$ cat config.mk
export PLATFORM = sky130hd
export DESIGN_NAME = id_ex_pipe_reg
export DESIGN_NICKNAME = d
export VERILOG_FILES = /design/src/rtl/id_ex_pkg.sv /design/src/rtl/id_ex_slot.sv /design/src/rtl/id_ex_pipe_reg.sv
export SDC_FILE = /design/constraint.sdc
export NUM_CORES = 1
export LEC_CHECK = 0
export CORE_AREA = 3 3 225 227
export CTS_BUF_LIST = sky130_fd_sc_hd__clkbuf_16
export CTS_CLUSTER_DIAMETER = 60
export DETAILED_ROUTE_END_ITERATION = 6
export DIE_AREA = 0 0 228 230
export GPL_ROUTABILITY_DRIVEN = 0
export GPL_TIMING_DRIVEN = 0
export PLACE_DENSITY_LB_ADDON = 0.05
export SLEW_MARGIN = 20
export SYNTH_ARGS = -nofsm -noshare
export SYNTH_HDL_FRONTEND = slang
export SYNTH_SLANG_ARGS = --single-unit
$ cat constraint.sdc
create_clock -name clk -period 3.4 [get_ports clk]
set_input_delay 0.68 -clock clk [delete_from_list [all_inputs] [get_ports clk]]
set_output_delay 0.68 -clock clk [all_outputs]
set_load 0.05 [all_outputs]
$ cat src/rtl/id_ex_pkg.sv
// Shared definitions for the ID->EX pipeline register: lane layout,
// field offsets, lane pack/unpack helpers and the occupancy state type.
package id_ex_pkg;

    // Lane width as a function of operand and register-index widths.
    function automatic int laneWidth(input int dataW, input int regW);
        return 4 * dataW + 3 * regW;
    endfunction

    // Field offsets for arbitrary widths (LSB -> MSB order).
    function automatic int immLsb(input int dataW);
        return 0 * dataW;
    endfunction

    function automatic int rdValLsb(input int dataW);
        return 1 * dataW;
    endfunction

    function automatic int rmValLsb(input int dataW);
        return 2 * dataW;
    endfunction

    function automatic int rnValLsb(input int dataW);
        return 3 * dataW;
    endfunction

    function automatic int rdIdxLsb(input int dataW);
        return 4 * dataW;
    endfunction

    function automatic int rmIdxLsb(input int dataW, input int regW);
        return 4 * dataW + regW;
    endfunction

    function automatic int rnIdxLsb(input int dataW, input int regW);
        return 4 * dataW + 2 * regW;
    endfunction

    // Default-width layout constants.
    localparam int DEF_DATA_W = 32;
    localparam int DEF_REG_W  = 3;
    localparam int LANE_W     = 4 * DEF_DATA_W + 3 * DEF_REG_W;
    localparam int IMM_LSB    = 0;
    localparam int RD_VAL_LSB = DEF_DATA_W;
    localparam int RM_VAL_LSB = 2 * DEF_DATA_W;
    localparam int RN_VAL_LSB = 3 * DEF_DATA_W;
    localparam int RD_IDX_LSB = 4 * DEF_DATA_W;
    localparam int RM_IDX_LSB = 4 * DEF_DATA_W + DEF_REG_W;
    localparam int RN_IDX_LSB = 4 * DEF_DATA_W + 2 * DEF_REG_W;
    localparam int MAX_LANES  = 4;

    // Packed lane at default widths; first member is the MSB field.
    typedef struct packed {
        logic [DEF_REG_W-1:0]  rnIdx;
        logic [DEF_REG_W-1:0]  rmIdx;
        logic [DEF_REG_W-1:0]  rdIdx;
        logic [DEF_DATA_W-1:0] rnVal;
        logic [DEF_DATA_W-1:0] rmVal;
        logic [DEF_DATA_W-1:0] rdVal;
        logic [DEF_DATA_W-1:0] sextImm;
    } lane_t;

    typedef logic [MAX_LANES*LANE_W-1:0] laneBus_t;

    function automatic lane_t laneExtract(input laneBus_t bus, input int idx);
        return bus[idx*LANE_W +: LANE_W];
    endfunction

    function automatic laneBus_t laneInsert(input laneBus_t bus, input int idx,
                                            input lane_t lane);
        laneBus_t res;
        res = bus;
        res[idx*LANE_W +: LANE_W] = lane;
        return res;
    endfunction

    // Slot occupancy of the stage.
    typedef enum logic [1:0] {
        EMPTY = 2'd0,
        ONE   = 2'd1,
        TWO   = 2'd2
    } occ_e;

endpackage

$ cat src/rtl/id_ex_slot.sv
// One storage slot of the ID->EX stage: valid, per-lane valids, payload.
// Ports: clk, reset (sync, high), load, clear, dLaneValid, dLane,
//        valid, laneValid, lane. Load has priority over clear.
import id_ex_pkg::*;

module id_ex_slot #(
    parameter int LANES = 2,
    parameter int BUS_W = 274
) (
    input  logic             clk,
    input  logic             reset,
    input  logic             load,
    input  logic             clear,
    input  logic [LANES-1:0] dLaneValid,
    input  logic [BUS_W-1:0] dLane,
    output logic             valid,
    output logic [LANES-1:0] laneValid,
    output logic [BUS_W-1:0] lane
);

    always_ff @(posedge clk) begin
        if (reset) begin
            valid     <= 1'b0;
            laneValid <= '0;
            lane      <= '0;
        end else if (load) begin
            valid     <= 1'b1;
            laneValid <= dLaneValid;
            lane      <= dLane;
        end else if (clear) begin
            // Payload is left as-is; only the valid state is dropped.
            valid     <= 1'b0;
            laneValid <= '0;
        end
    end

endmodule

$ cat src/rtl/id_ex_pipe_reg.sv
// Elastic multi-lane ID->EX register with a 2-entry skid buffer.
// Ports: clk, reset, in_valid/in_ready/in_lane_valid/in_lane (decode side),
//        flush, out_valid/out_ready/out_lane_valid/out_lane (execute side),
//        stall_cnt (saturating backpressure cycle count).
import id_ex_pkg::*;

module id_ex_pipe_reg #(
    parameter  int LANES  = 2,
    parameter  int DATA_W = 32,
    parameter  int REG_W  = 3,
    parameter  int CNT_W  = 16,
    localparam int LANE_W = laneWidth(DATA_W, REG_W)
) (
    input  logic                    clk,
    input  logic                    reset,
    input  logic                    in_valid,
    output logic                    in_ready,
    input  logic [LANES-1:0]        in_lane_valid,
    input  logic [LANES*LANE_W-1:0] in_lane,
    input  logic                    flush,
    output logic                    out_valid,
    input  logic                    out_ready,
    output logic [LANES-1:0]        out_lane_valid,
    output logic [LANES*LANE_W-1:0] out_lane,
    output logic [CNT_W-1:0]        stall_cnt
);

    localparam int BUS_W = LANES * LANE_W;

    occ_e occState;
    occ_e occNext;

    logic mainLoad;
    logic mainClear;
    logic skidLoad;
    logic skidClear;
    logic fromSkid;

    logic mainValid;
    logic skidValid;
    logic [LANES-1:0] skidLaneValid;
    logic [BUS_W-1:0] skidLane;
    logic [LANES-1:0] mainDLaneValid;
    logic [BUS_W-1:0] mainDLane;

    logic accept;
    logic store;
    logic [CNT_W-1:0] stallCnt;

    // Skid occupancy alone gates the input side; out_ready never does.
    assign in_ready = !skidValid && !reset;
    assign accept   = in_valid && in_ready && !flush;
    // An all-killed bundle completes the handshake but is not stored.
    assign store    = accept && (|in_lane_valid);

    always_ff @(posedge clk) begin
        if (reset) begin
            occState <= EMPTY;
        end else begin
            occState <= occNext;
        end
    end

    always_comb begin
        occNext   = occState;
        mainLoad  = 1'b0;
        mainClear = 1'b0;
        skidLoad  = 1'b0;
        skidClear = 1'b0;
        fromSkid  = 1'b0;
        if (flush) begin
            mainClear = 1'b1;
            skidClear = 1'b1;
            occNext   = EMPTY;
        end else begin
            unique case (occState)
                EMPTY: begin
                    if (store) begin
                        mainLoad = 1'b1;
                        occNext  = ONE;
                    end
                end
                ONE: begin
                    if (out_ready) begin
                        if (store) begin
                            mainLoad = 1'b1;
                        end else begin
                            mainClear = 1'b1;
                            occNext   = EMPTY;
                        end
                    end else if (store) begin
                        skidLoad = 1'b1;
                        occNext  = TWO;
                    end
                end
                TWO: begin
                    // in_ready is low here, so no new bundle competes.
                    if (out_ready) begin
                        mainLoad  = 1'b1;
                        fromSkid  = 1'b1;
                        skidClear = 1'b1;
                        occNext   = ONE;
                    end
                end
                default: begin
                    occNext = EMPTY;
                end
            endcase
        end
    end

    assign mainDLaneValid = fromSkid ? skidLaneValid : in_lane_valid;
    assign mainDLane      = fromSkid ? skidLane : in_lane;

    id_ex_slot #(
        .LANES (LANES),
        .BUS_W (BUS_W)
    ) mainSlot (
        .clk        (clk),
        .reset      (reset),
        .load       (mainLoad),
        .clear      (mainClear),
        .dLaneValid (mainDLaneValid),
        .dLane      (mainDLane),
        .valid      (mainValid),
        .laneValid  (out_lane_valid),
        .lane       (out_lane)
    );

    id_ex_slot #(
        .LANES (LANES),
        .BUS_W (BUS_W)
    ) skidSlot (
        .clk        (clk),
        .reset      (reset),
        .load       (skidLoad),
        .clear      (skidClear),
        .dLaneValid (in_lane_valid),
        .dLane      (in_lane),
        .valid      (skidValid),
        .laneValid  (skidLaneValid),
        .lane       (skidLane)
    );

    assign out_valid = mainValid;

    always_ff @(posedge clk) begin
        if (reset) begin
            stallCnt <= '0;
        end else if (out_valid && !out_ready && (stallCnt != '1)) begin
            stallCnt <= stallCnt + CNT_W'(1);
        end
    end

    assign stall_cnt = stallCnt;

endmodule

==> results of run 1 <==
[synthesized netlist by cell type (all sizes together), types with 2 or more instances]
cell type | n | area (sq um)
a211oi | 275 | 2064
a21oi | 287 | 1436
and3b | 2 | 17.52
buf | 93 | 462.9
clkbuf | 157 | 589.3
dfxtp | 572 | 11450
inv | 6 | 22.52
mux2 | 3 | 33.78
mux2i | 279 | 2793
nand2 | 556 | 2087
nand2b | 2 | 12.51
nand3 | 6 | 30.03
nand4 | 6 | 37.54
nor2 | 18 | 67.56
nor2b | 7 | 43.79
nor3 | 282 | 1411
nor4 | 5 | 46.29
o21ai | 2 | 10.01
o31ai | 6 | 45.04
o32ai | 3 | 26.28
or2 | 4 | 25.03
or3 | 4 | 25.02
or4 | 5 | 37.54
or4b | 2 | 23.77
[final cells by class]
type | count | area share (%)
Timing Repair Buffer | 573 | 18.33
Inverter | 6 | 0.07197
Tap cell | 664 | 2.655
Sequential cell | 572 | 36.59
Buffer | 250 | 3.370
Clock buffer | 61 | 4.878
Antenna cell | 19 | 0.1519
Clock inverter | 48 | 0.8556
Multi-Input combinational cell | 1764 | 33.10
[layer usage]
layer	global-route usage (%)	vias to the layer above	wire length [um]	share of wire (%)
met5	0	-	133	0.17
met4	13.22	22	3338	4.2
met3	8.771	199	6455	8.1
met2	48.14	681	37760	48
met1	34.43	10129	31700	40
li1	-	10477	-	-
[per-stage QoR]
step           cell area (sq um)  hold slack [ns]  util [%]  total power, mW
5_1_grt                    31290           0.4679     64.06            15.38
2_1_floorplan              22880           0.4360         -            8.100
3_3_place_gp               29450           0.4407     60.29            8.969
4_1_cts                    31250           0.4541     63.96            15.00
6_report                   31300           0.4525     64.06            14.91
3_5_place_dp               29450           0.4463     60.29            8.991
[registers in the layout, summed over array words and instances, names as in the netlist]
register	cells
mainSlot.laneValid	2
stall_cnt	16
skidSlot.laneValid	2
mainSlot.valid	1
skidSlot.valid	1
mainSlot.lane	274
occState	2
skidSlot.lane	274
[layout by cell type, fill, tap and decap left out, types with 2 or more instances in the layout]
master / instances
clkdlybuf4s50_1: 573
dfxtp_1: 572
nand2_1: 556
a21oi_1: 287
nor3_1: 282
mux2i_1: 279
a211oi_1: 275
clkbuf_1: 154
buf_2: 88
clkbuf_16: 61
diode_2: 19
inv_1: 19
nor2_1: 18
clkinv_1: 18
clkinv_2: 10
nor2b_1: 7
nand3_1: 6
nand4_1: 6
o31ai_1: 6
buf_1: 5
or4_1: 5
or3_1: 4
nor4_1: 4
or2_2: 3
o32ai_1: 3
mux2_2: 3
clkbuf_2: 2
and3b_1: 2
o21ai_0: 2
nand2b_1: 2
inv_6: 2
clkinvlp_4: 2
bufinv_16: 2
[critical path, delay by kind of cell]
family,cells,cell delay (ns)
AO/OA/AOI/OAI,1,0.14
buffers and inverters,4,2.16
AND/OR/NAND/NOR,3,0.78
[power groups by stage]
stage	Clock, mW	Sequential, mW	Combinational, mW
6_report	6.06	6.96	1.90
5_1_grt	6.40	6.97	2.00
4_1_cts	6.14	6.96	1.90
3_5_place_dp	0	7.10	1.89
3_3_place_gp	0	7.10	1.87
2_1_floorplan	0	7.61	0.488
[cells by family after synthesis]
group | after synthesis
AOI/OAI and AO/OA | 576
buffers and inverters | 256
and+or+nand+nor | 905
DFF | 572
adders and majority gates | 1
muxes | 282
[path summary, 6_finish.rpt]
path | endpoint | slack, ns | cells after the start
worst max-delay path | skidSlot.lane[94] | 0.19 | 8
worst min-delay path | skidSlot.lane[66] | 0.45 | 2
worst max register to register | skidSlot.lane[94] | 0.46 | 7
worst min register to register | skidSlot.lane[66] | 0.45 | 2
==> results.md, run 1 <==
- Status: completed
- Hold_sp: skidSlot.lane[66]
- Vias: 21,508
- Clock share of power: approximately 41%
- Crit start category: input pin
- Root Driver: clkbuf_16
- Synth Area in Compound Gates: 15.76%
- Clock Sink Count: approximately 570
- Unrepaired setup endpoints after global routing: no
- Gate power share: 12.7%
- Wire length per cell: between 20 and 25 um
- Main combinational cell family by area after synthesis: simple AND/OR/NAND/NOR gates
- Final worst setup slack: roughly 0.19 ns
- Critical Path Start: flush
- Fill cells: 4,224
- Worst relative slew slack: 32.04%
- Sequential element share of the synthesized area: around 50%
- First-pass GRT wire length: around 120 mm
- Worst-Margin Slew: slightly above 1 ns
- Synth unique cells: 39
- Cell area after synthesis: approximately 0.023 sq mm
- Port Buffers: between 500 and 600
- Post-Synth XOR/XNOR Area: 0%
- CP max-delay cell: clkbuf_1
- Total GRT Usage: 28.93%
- Switching part of the total: between 20% and 30%
- Final setup violation count: 0
- Post-synthesis mux area share: 12.35%
- Cts hold-fix bufs: 0
- Post-Synth Simple-Gate Area: between 10% and 20%
- VDD IR max: 0.3631 mV
- Initial antenna violation count: 29
- DRT Wirelength: ~79 mm
- Die area: ~0.052 sq mm
- Worst skew pair latency: between 0.6 and 0.7 ns
- Pre-CTS WS: -0.4769 ns
- GR Overflow Total: 0
- CP arrival: 3.76 ns
- Placeable Area: about 0.049 sq mm
- H-tree depth: 2
- Setup crit end kind: register
- Crit path time final: 3.209 ns
- Layout cells sized above 1: under 10%
- CP most frequent cell: clkbuf_1
- Final Hold Fails: 0
- EDFF count, synth: 0
- I/O pin count: 575
- Synth async-reset ratio: 0%
- Crit-path cells: clkdlybuf4s50_1, nor4b_1, and4_1, clkbuf_1, clkbuf_1, clkbuf_1, nand2_1, a21oi_1
- Clock edge transition at the registers on the reported setup and hold paths: ~0.060 ns
- Ys Warns: 0
- Synthesis-to-layout area growth: 36.75%
- Top FF cell, synth: dfxtp_1
- Post-CTS resize count: 0
- Switch Pwr: 3.908 mW
- Vias per cell: about 5.4
- Vert. Die Dim: around 230 um
- Max Clk Rate: approximately 310 MHz
- Post-Syn Area per Cell: roughly 8.8 sq um
- Power share of the sequential group: a little under half
- Crit Path Class: in -> reg
- Mapped Cells: around 2,600
- Syn_nets: around 2,900
- CTS buffer count: 60
- DP HPWL: between 50 and 60 mm
- Longest Clk Path Bufs: 3
- Max-slew violation count: 0
- Worst min path class: reg -> reg
- CTS tree: built
- Area of the multi-input gates: 0.01036 sq mm
- Sequential cell area: 0.01145 sq mm
- Final #Nets: roughly 3,500
- Vias in the first global route: 21,038
- Post-route non-filler standard cell count: 3,957
- Worst r2r src: skidSlot.valid
- Slowest stage delay, CP: ~0.7 ns
- Remaining DRCs: 0
- Site row count: approximately 80
- Die X-Extent: about 230 um
- Adder-cell share of the synthesized area: less than 1%
- CP required: 3.95 ns
- TNS Setup: 0 ns
- Worst-path maximum fanout: 10
- Largest net degree at the start of global routing: 16
- Starting Density: 46.85%
- Placed insts: approximately 3,800
- Residual antenna-violating net count after detailed routing: 0
- First-pass iteration count of the detailed router: 5
- DR iter-0 viols: 1,190
- Crit share post-route: 94.37%
- Post-CTS setup repair buffer count: 0
- P per Cell Area: 476.5 mW/mm^2
- Maxcap violations: 0
- Leak Pwr: approximately 10 nW
- Layout Skew: approximately 0.018 ns
- Internal power: 11.00 mW
- Number of synthesized register bits: around 570
(Power assumes the default switching activity.)
==> run 2, diff against run 1 <==
--- a/config.mk
+++ b/config.mk
@@ -5,11 +5,11 @@
 export SDC_FILE = /design/constraint.sdc
 export NUM_CORES = 1
 export LEC_CHECK = 0
-export CORE_AREA = 3 3 225 227
+export CORE_AREA = 3 3 230 232
 export CTS_BUF_LIST = sky130_fd_sc_hd__clkbuf_16
 export CTS_CLUSTER_DIAMETER = 60
 export DETAILED_ROUTE_END_ITERATION = 6
-export DIE_AREA = 0 0 228 230
+export DIE_AREA = 0 0 233 235
 export GPL_ROUTABILITY_DRIVEN = 0
 export GPL_TIMING_DRIVEN = 0
 export PLACE_DENSITY_LB_ADDON = 0.05
==> constraint.sdc (replaced) <==
create_clock -name clk -period 2.6 [get_ports clk]
set_input_delay 0.52 -clock clk [delete_from_list [all_inputs] [get_ports clk]]
set_output_delay 0.52 -clock clk [all_outputs]
set_load 0.05 [all_outputs]
==> run 2 against run 1 <==
Net effect:
- flip-flop and latch count unchanged
- design area is 0.37% higher
- worst setup slack worse by 0.068 ns
- hold slack got worse by 0.065 ns
- count of clock-buffer cells in the layout shrank 1
- utilization is 2.7 points lower
- power grew 30%
- via count is 1.4% lower
- sequential share of layout area down 0.14 points
- first-iteration DRC count fell by 2.4%
- register-to-register slack got worse by 0.19 ns
- largest cell class unchanged
==> results.md, run 2 (same netlist as run 1, synthesis figures left out) <==
- Worst r2r src: skidSlot.valid (unchanged)
- CP required: 2.08 ns (was 3.95 ns)
- Placed Area: 0.02947 sq mm (was 0.02945 sq mm)
- Die X-Extent: 233 um (was 228 um)
- Final Hold Fails: 0 (unchanged)
- DR iter-0 viols: 1,162 (was 1,190)
- CP arrival: 1.96 ns (was 3.76 ns)
- Max-slew violation count: 0 (unchanged)
- R2R setup slack: 0.27 ns (was 0.46 ns)
- Setup crit end kind: output pin (was register)
- Worst min path class: in -> reg (was reg -> reg)
- Synthesis-to-layout area growth: 37.26% (was 36.75%)
- CTS tree: built (unchanged)
- Final worst setup slack: 0.1236 ns (was 0.1915 ns)
- Worst-path maximum fanout: 8 (was 10)
- Clock edge transition at the registers on the reported setup and hold paths: 0.06 ns (about the same)
- Hold_sp: reset (was skidSlot.lane[66])
- Vias: 21,209 (was 21,508)
- Root Driver: clkbuf_16 (unchanged)
- Fin area: 0.03141 sq mm (was 0.03130 sq mm)
- Final #Nets: 3,511 (was 3,509)
- Status: completed (unchanged)
- Min-Delay Path Depth: 3 (was 2)
- Fill cells: 4,501 (was 4,224)
- DRT Wirelength: 79.05 mm (was 79.39 mm)
- Clock Sink Count: 572 (unchanged)
- Crit start category: register (was input pin)
- CTS buffer count: 60 (unchanged)
- Bufs and invs on worst path: 1 (was 4)
- Commonest non-fill, non-tap cells in the layout: clkdlybuf4s50_1 (572), dfxtp_1 (572), nand2_1 (556) (was clkdlybuf4s50_1 (573), dfxtp_1 (572), nand2_1 (556))
- I/O pin count: 575 (unchanged)
- Wire length per cell: 19.92 um (was 20.06 um)
- Vias per cell: 5.345 (was 5.435)
- P per Cell Area: 618.4 mW/mm^2 (was 476.5 mW/mm^2)
- Initial antenna violation count: 21 (was 29)
- CP max-delay cell: clkdlybuf4s50_1 (was clkbuf_1)
- Maxcap violations: 0 (unchanged)
- Worst-Margin Slew: 0.9929 ns (was 1.010 ns)
- Crit share post-route: 95.24%
- Crit path time final: between 2 and 2.5 ns
- DP HPWL: 59.05 mm (was 59.62 mm)
- Hold path endpoint: stall_cnt[15] (was skidSlot.lane[66])
- R2R Path End: skidSlot.lane[66] (was skidSlot.lane[94])
- Worst Reg-to-Reg Cells: 6 (was 7)
- Worst skew pair latency: 0.62 ns (about the same)
- Largest net degree at the start of global routing: 16 (unchanged)
- Crit Path Class: reg -> out (was in -> reg)
- Layout Skew: 0.01633 ns (was 0.01757 ns)
- GR Overflow Total: 0 (unchanged)
- Cts hold-fix bufs: 0 (unchanged)
- VDD IR max: 0.4886 mV (was 0.3631 mV)
- Leak Pwr: 10.10 nW (was 9.984 nW)
- Pre-CTS WS: -1.154 ns (was -0.4769 ns)
- Residual antenna-violating net count after detailed routing: 0 (unchanged)
- Total power: 19.42 mW (was 14.91 mW)
- Site row count: 83 (was 81)
- Starting Density: 44.70% (was 46.85%)
- Vert. Die Dim: 235 um (was 230 um)
- Remaining DRCs: 0 (unchanged)
- Max Clk Rate: 403.8 MHz
- Worst relative slew slack: 33.20% (was 32.04%)
- Layout cells sized above 1: 6.538% (was 5.437%)
- Slowest stage delay, CP: 0.90 ns (was 0.70 ns)
- First-pass GRT wire length: 119.2 mm (was 119.5 mm)
- Final setup violation count: 0 (unchanged)
- Placeable Area: 0.05120 sq mm (was 0.04885 sq mm)
- Vias in the first global route: 20,635 (was 21,038)
- Longest Clk Path Bufs: 3 (unchanged)
- Total GRT Usage: 27.76% (was 28.93%)
- Crit-path cells: clkdlybuf4s50_1 (was clkdlybuf4s50_1, nor4b_1, and4_1, clkbuf_1, clkbuf_1, clkbuf_1, nand2_1, a21oi_1)
- First-pass iteration count of the detailed router: 5 (unchanged)
- Die area: 0.05476 sq mm (was 0.05244 sq mm)
- H-tree depth: 2 (unchanged)
- Port Buffers: 573 (unchanged)
- CP delay by family, top: buffers and inverters (unchanged)
## run 2: power by group
part | switching (mW) | internal [mW] | leakage (nW) | total, mW
clock network | 3.52 | 4.34 | 0.933 | 7.86
logic | 1.47 | 1.01 | 4.54 | 2.47
registers | 0.119 | 8.97 | 4.63 | 9.09
total | 5.11 | 14.3 | 10.1 | 19.4
## run 2: repair_timing
item | CTS | global route
resized for setup | 12 | 89
endpoints found under the setup margin | 505 | 492
pin swaps | 1 | 1
setup buffers | 2 | 2
gates cloned | 0 | 0
## run 2: stage by stage
step / cells / hold WS, ns / TNS, ns / utilization [%]
4_1_cts: 3952 / 0.3527 / 0 / 61.05
2_1_floorplan: 2592 / 0.4360 / 0 / -
6_report: 3968 / 0.3877 / 0 / 61.35
5_1_grt: 3964 / 0.4284 / -0.0005933 / 61.33
3_5_place_dp: 3845 / 0.4461 / -513.86 / 57.56
3_3_place_gp: 3845 / 0.4407 / -487.78 / 57.56
## run 2: cell type report
type                            instances  area [sq um]  area share [%]
Tap cell                              680         850.8           2.709
Inverter                                6         22.52         0.07170
Sequential cell                       572         11450           36.45
Clock buffer                           60          1501           4.780
Antenna cell                           15         37.54          0.1195
Timing Repair Buffer                  577          5764           18.35
Multi-Input combinational cell       1764         10360           32.98
Clock inverter                         46         257.7          0.8206
Buffer                                248          1166           3.712
## run 2: tightest hold or removal path: stages
cell and delay (ns):
buf_2 0.18, nor2b_1 0.13, mux2_2 0.14
## run 2: how the worst max path moves through the flow
stage,cells past startpoint,start,endpoint
floorplan,8,reset,mainSlot.lane[179]
global placement,8,flush,mainSlot.lane[103]
detailed placement,8,flush,mainSlot.lane[177]
CTS,9,out_ready,mainSlot.lane[217]
global route,9,out_ready,mainSlot.lane[69]
finish,1,stall_cnt[11],stall_cnt[11]
## run 2: per-layer routing
layer  GRT usage (%)  up-vias  wire length, um
li1                -    10449                -
met1           33.59    10041            32140
met2           47.04      561            38260
met3           8.014      142             6113
met4           9.481       16             2418
met5               0        -              119
==> run 3, diff against run 2 <==
--- a/config.mk
+++ b/config.mk
@@ -13,6 +13,7 @@
 export GPL_ROUTABILITY_DRIVEN = 0
 export GPL_TIMING_DRIVEN = 0
 export PLACE_DENSITY_LB_ADDON = 0.05
+export SETUP_SLACK_MARGIN = 0.05
 export SLEW_MARGIN = 20
 export SYNTH_ARGS = -nofsm -noshare
 export SYNTH_HDL_FRONTEND = slang
==> run 3 against run 2 <==
Net effect:
- combinational power about the same
- critical path depth unchanged
- global-route usage hardly changed
- maximum frequency barely moved
- first-iteration DRC count down 6.8%
- utilization barely moved
- worst setup slack hardly changed
- routed wire length about the same
- register-to-register slack barely moved
- hold slack worse by 0.0040 ns
- final cell count is the same
- critical endpoint is now stall_cnt[2]
- largest cell class unchanged
==> results.md, run 3 (same netlist as run 1, synthesis figures left out) <==
- Synthesis-to-layout area growth: 37.28% (was 37.26%)
- Crit start category: register (unchanged)
- Leak Pwr: 10.17 nW (was 10.10 nW)
- Port Buffers: 573 (unchanged)
- Worst Reg-to-Reg Cells: 7 (was 6)
- Vias: 21,241 (was 21,209)
- CP required: 2.08 ns (about the same)
- Maxcap violations: 0 (unchanged)
- Total GRT Usage: 27.76% (about the same)
- Die area: 0.05476 sq mm (unchanged)
- Unrepaired setup endpoints after global routing: yes
- Critical Path Start: stall_cnt[2] (was stall_cnt[11])
- DRT Wirelength: 79.02 mm (was 79.05 mm)
- First-pass iteration count of the detailed router: 5 (unchanged)
- Commonest non-fill, non-tap cells in the layout: dfxtp_1 (572), clkdlybuf4s50_1 (571), nand2_1 (556) (was clkdlybuf4s50_1 (572), dfxtp_1 (572), nand2_1 (556))
- Root Driver: clkbuf_16 (unchanged)
- Initial antenna violation count: 22 (was 21)
- Worst r2r src: skidSlot.valid (unchanged)
- Vias per cell: 5.353 (was 5.345)
- R2R setup slack: 0.27 ns (about the same)
- Starting Density: 44.70% (unchanged)
- Clock edge transition at the registers on the reported setup and hold paths: 0.06 ns (about the same)
- Largest net degree at the start of global routing: 20 (was 16)
- Fin area: 0.03142 sq mm (was 0.03141 sq mm)
- Cts hold-fix bufs: 0 (unchanged)
- Layout Skew: 0.01080 ns (was 0.01633 ns)
- Placeable Area: 0.05120 sq mm (unchanged)
- CP arrival: 1.96 ns (about the same)
- Hold slack: 0.3837 ns (was 0.3877 ns)
- Crit share post-route: 95.24% (about the same)
- Placed Area: 0.02947 sq mm (unchanged)
- Hold_sp: reset (unchanged)
- Residual antenna-violating net count after detailed routing: 0 (unchanged)
- Crit path to: stall_cnt[2] (was stall_cnt[11])
- Worst skew pair latency: 0.61 ns (was 0.62 ns)
- Worst path depth: 1 (unchanged)
- Crit Path Class: reg -> out (unchanged)
- CTS buffer count: 60 (unchanged)
- Max-slew violation count: 0 (unchanged)
- Worst-Margin Slew: 1.070 ns (was 0.9929 ns)
- Slowest stage delay, CP: 0.91 ns (was 0.90 ns)
- Final Hold Fails: 0 (unchanged)
- Worst-path maximum fanout: 7 (was 8)
- R2R Path End: mainSlot.lane[108] (was skidSlot.lane[66])
- CTS tree: built (unchanged)
- DP HPWL: 59.05 mm (unchanged)
- Layout cells sized above 1: 6.936% (was 6.538%)
- Vert. Die Dim: 235 um (unchanged)
- Worst relative slew slack: 28.00% (was 33.20%)
- CP max-delay cell: clkdlybuf4s50_1 (unchanged)
- Die X-Extent: 233 um (unchanged)
- Vias in the first global route: 20,623 (was 20,635)
- H-tree depth: 2 (unchanged)
- TNS Setup: 0 ns (unchanged)
- Most common cell after layout, fill and taps aside: dfxtp_1
- Crit-path cells: clkdlybuf4s50_1 (unchanged)
- I/O pin count: 575 (unchanged)
- Worst min path class: in -> reg (unchanged)
- Site row count: 83 (unchanged)
- Final #Nets: 3,511 (unchanged)
- Remaining DRCs: 0 (unchanged)
- First-pass GRT wire length: 119.2 mm (about the same)
- Crit path time final: 2.476 ns (about the same)
- Max Clk Rate: 403.8 MHz (about the same)
- VDD IR max: 0.4873 mV (was 0.4886 mV)
- Bufs and invs on worst path: 1 (unchanged)
- DR iter-0 viols: 1,083 (was 1,162)
- CP delay by family, top: buffers and inverters (unchanged)
- Final setup violation count: 0 (unchanged)
- Longest Clk Path Bufs: 3 (unchanged)
- Clock Sink Count: 572 (unchanged)
- Wire length per cell: 19.91 um (was 19.92 um)
- P per Cell Area: 618.4 mW/mm^2 (about the same)
- Setup crit end kind: output pin (unchanged)
- Status: completed (unchanged)
- GR Overflow Total: 0 (unchanged)
## run 3: cell count changes in the layout (fill, tap and decap cells not counted)
cell             before  now
and3b_1               2    1
clkbuf_1            120  107
clkbuf_2             32   44
buf_4                10   12
dlymetal6s2s_1        0    1
buf_2                60   66
buf_1                 4    5
clkdlybuf4s50_1     572  571
and3b_2               0    1
clkbuf_4             26   18
## run 3: per-stage QoR
stage,util (%),setup WS [ns],power (mW),std cells
final,61.36,0.1238,19.43,3968
after global routing,61.34,0.03212,20.07,3964
after CTS,61.07,0.05417,19.55,3951
after detailed placement,57.56,-1.154,11.75,3845
after global placement,57.56,-1.063,11.73,3845
after floorplan,-,0.2354,10.59,2592
## run 3: per-layer routing
layer  GRT usage [%]  part of all wire (%)  vias up
li1                -                     -    10455
met1           33.59                    41    10043
met2           47.02                    48      577
met3           8.063                   7.9      150
met4           9.481                   3.0       16
met5               0                  0.15        -
## run 3: repair_timing
item / CTS / global route
pin swaps: 1 / 1
gates resized for setup: 18 / 99
setup buffers: 2 / 2
hold endpoints to repair: 0 / 0
endpoints found under the setup margin: 506 / 509
## run 3: worst min-delay path by stage
stage / end / cells after the start
5_1_grt: stall_cnt[15] / 3
3_5_place_dp: skidSlot.lane[204] / 2
4_1_cts: stall_cnt[15] / 3
3_3_place_gp: skidSlot.lane[68] / 2
6_report: stall_cnt[15] / 3
2_1_floorplan: skidSlot.lane[0] / 2
## run 3: report_power, final
group          total, mW  leakage, nW  internal [mW]  switching [mW]
Combinational       2.47         4.60           1.01            1.47
Sequential          9.09         4.63           8.97           0.119
Clock               7.86        0.933           4.34            3.52
## run 3: cell type report
cell class	count	area, sq um
Inverter	6	22.52
Antenna cell	15	37.54
Fill cell	4503	19780
Tap cell	680	850.8
Multi-Input combinational cell	1764	10360
Clock buffer	60	1501
Buffer	248	1166
Timing Repair Buffer	577	5767
Sequential cell	572	11450
Clock inverter	46	257.7
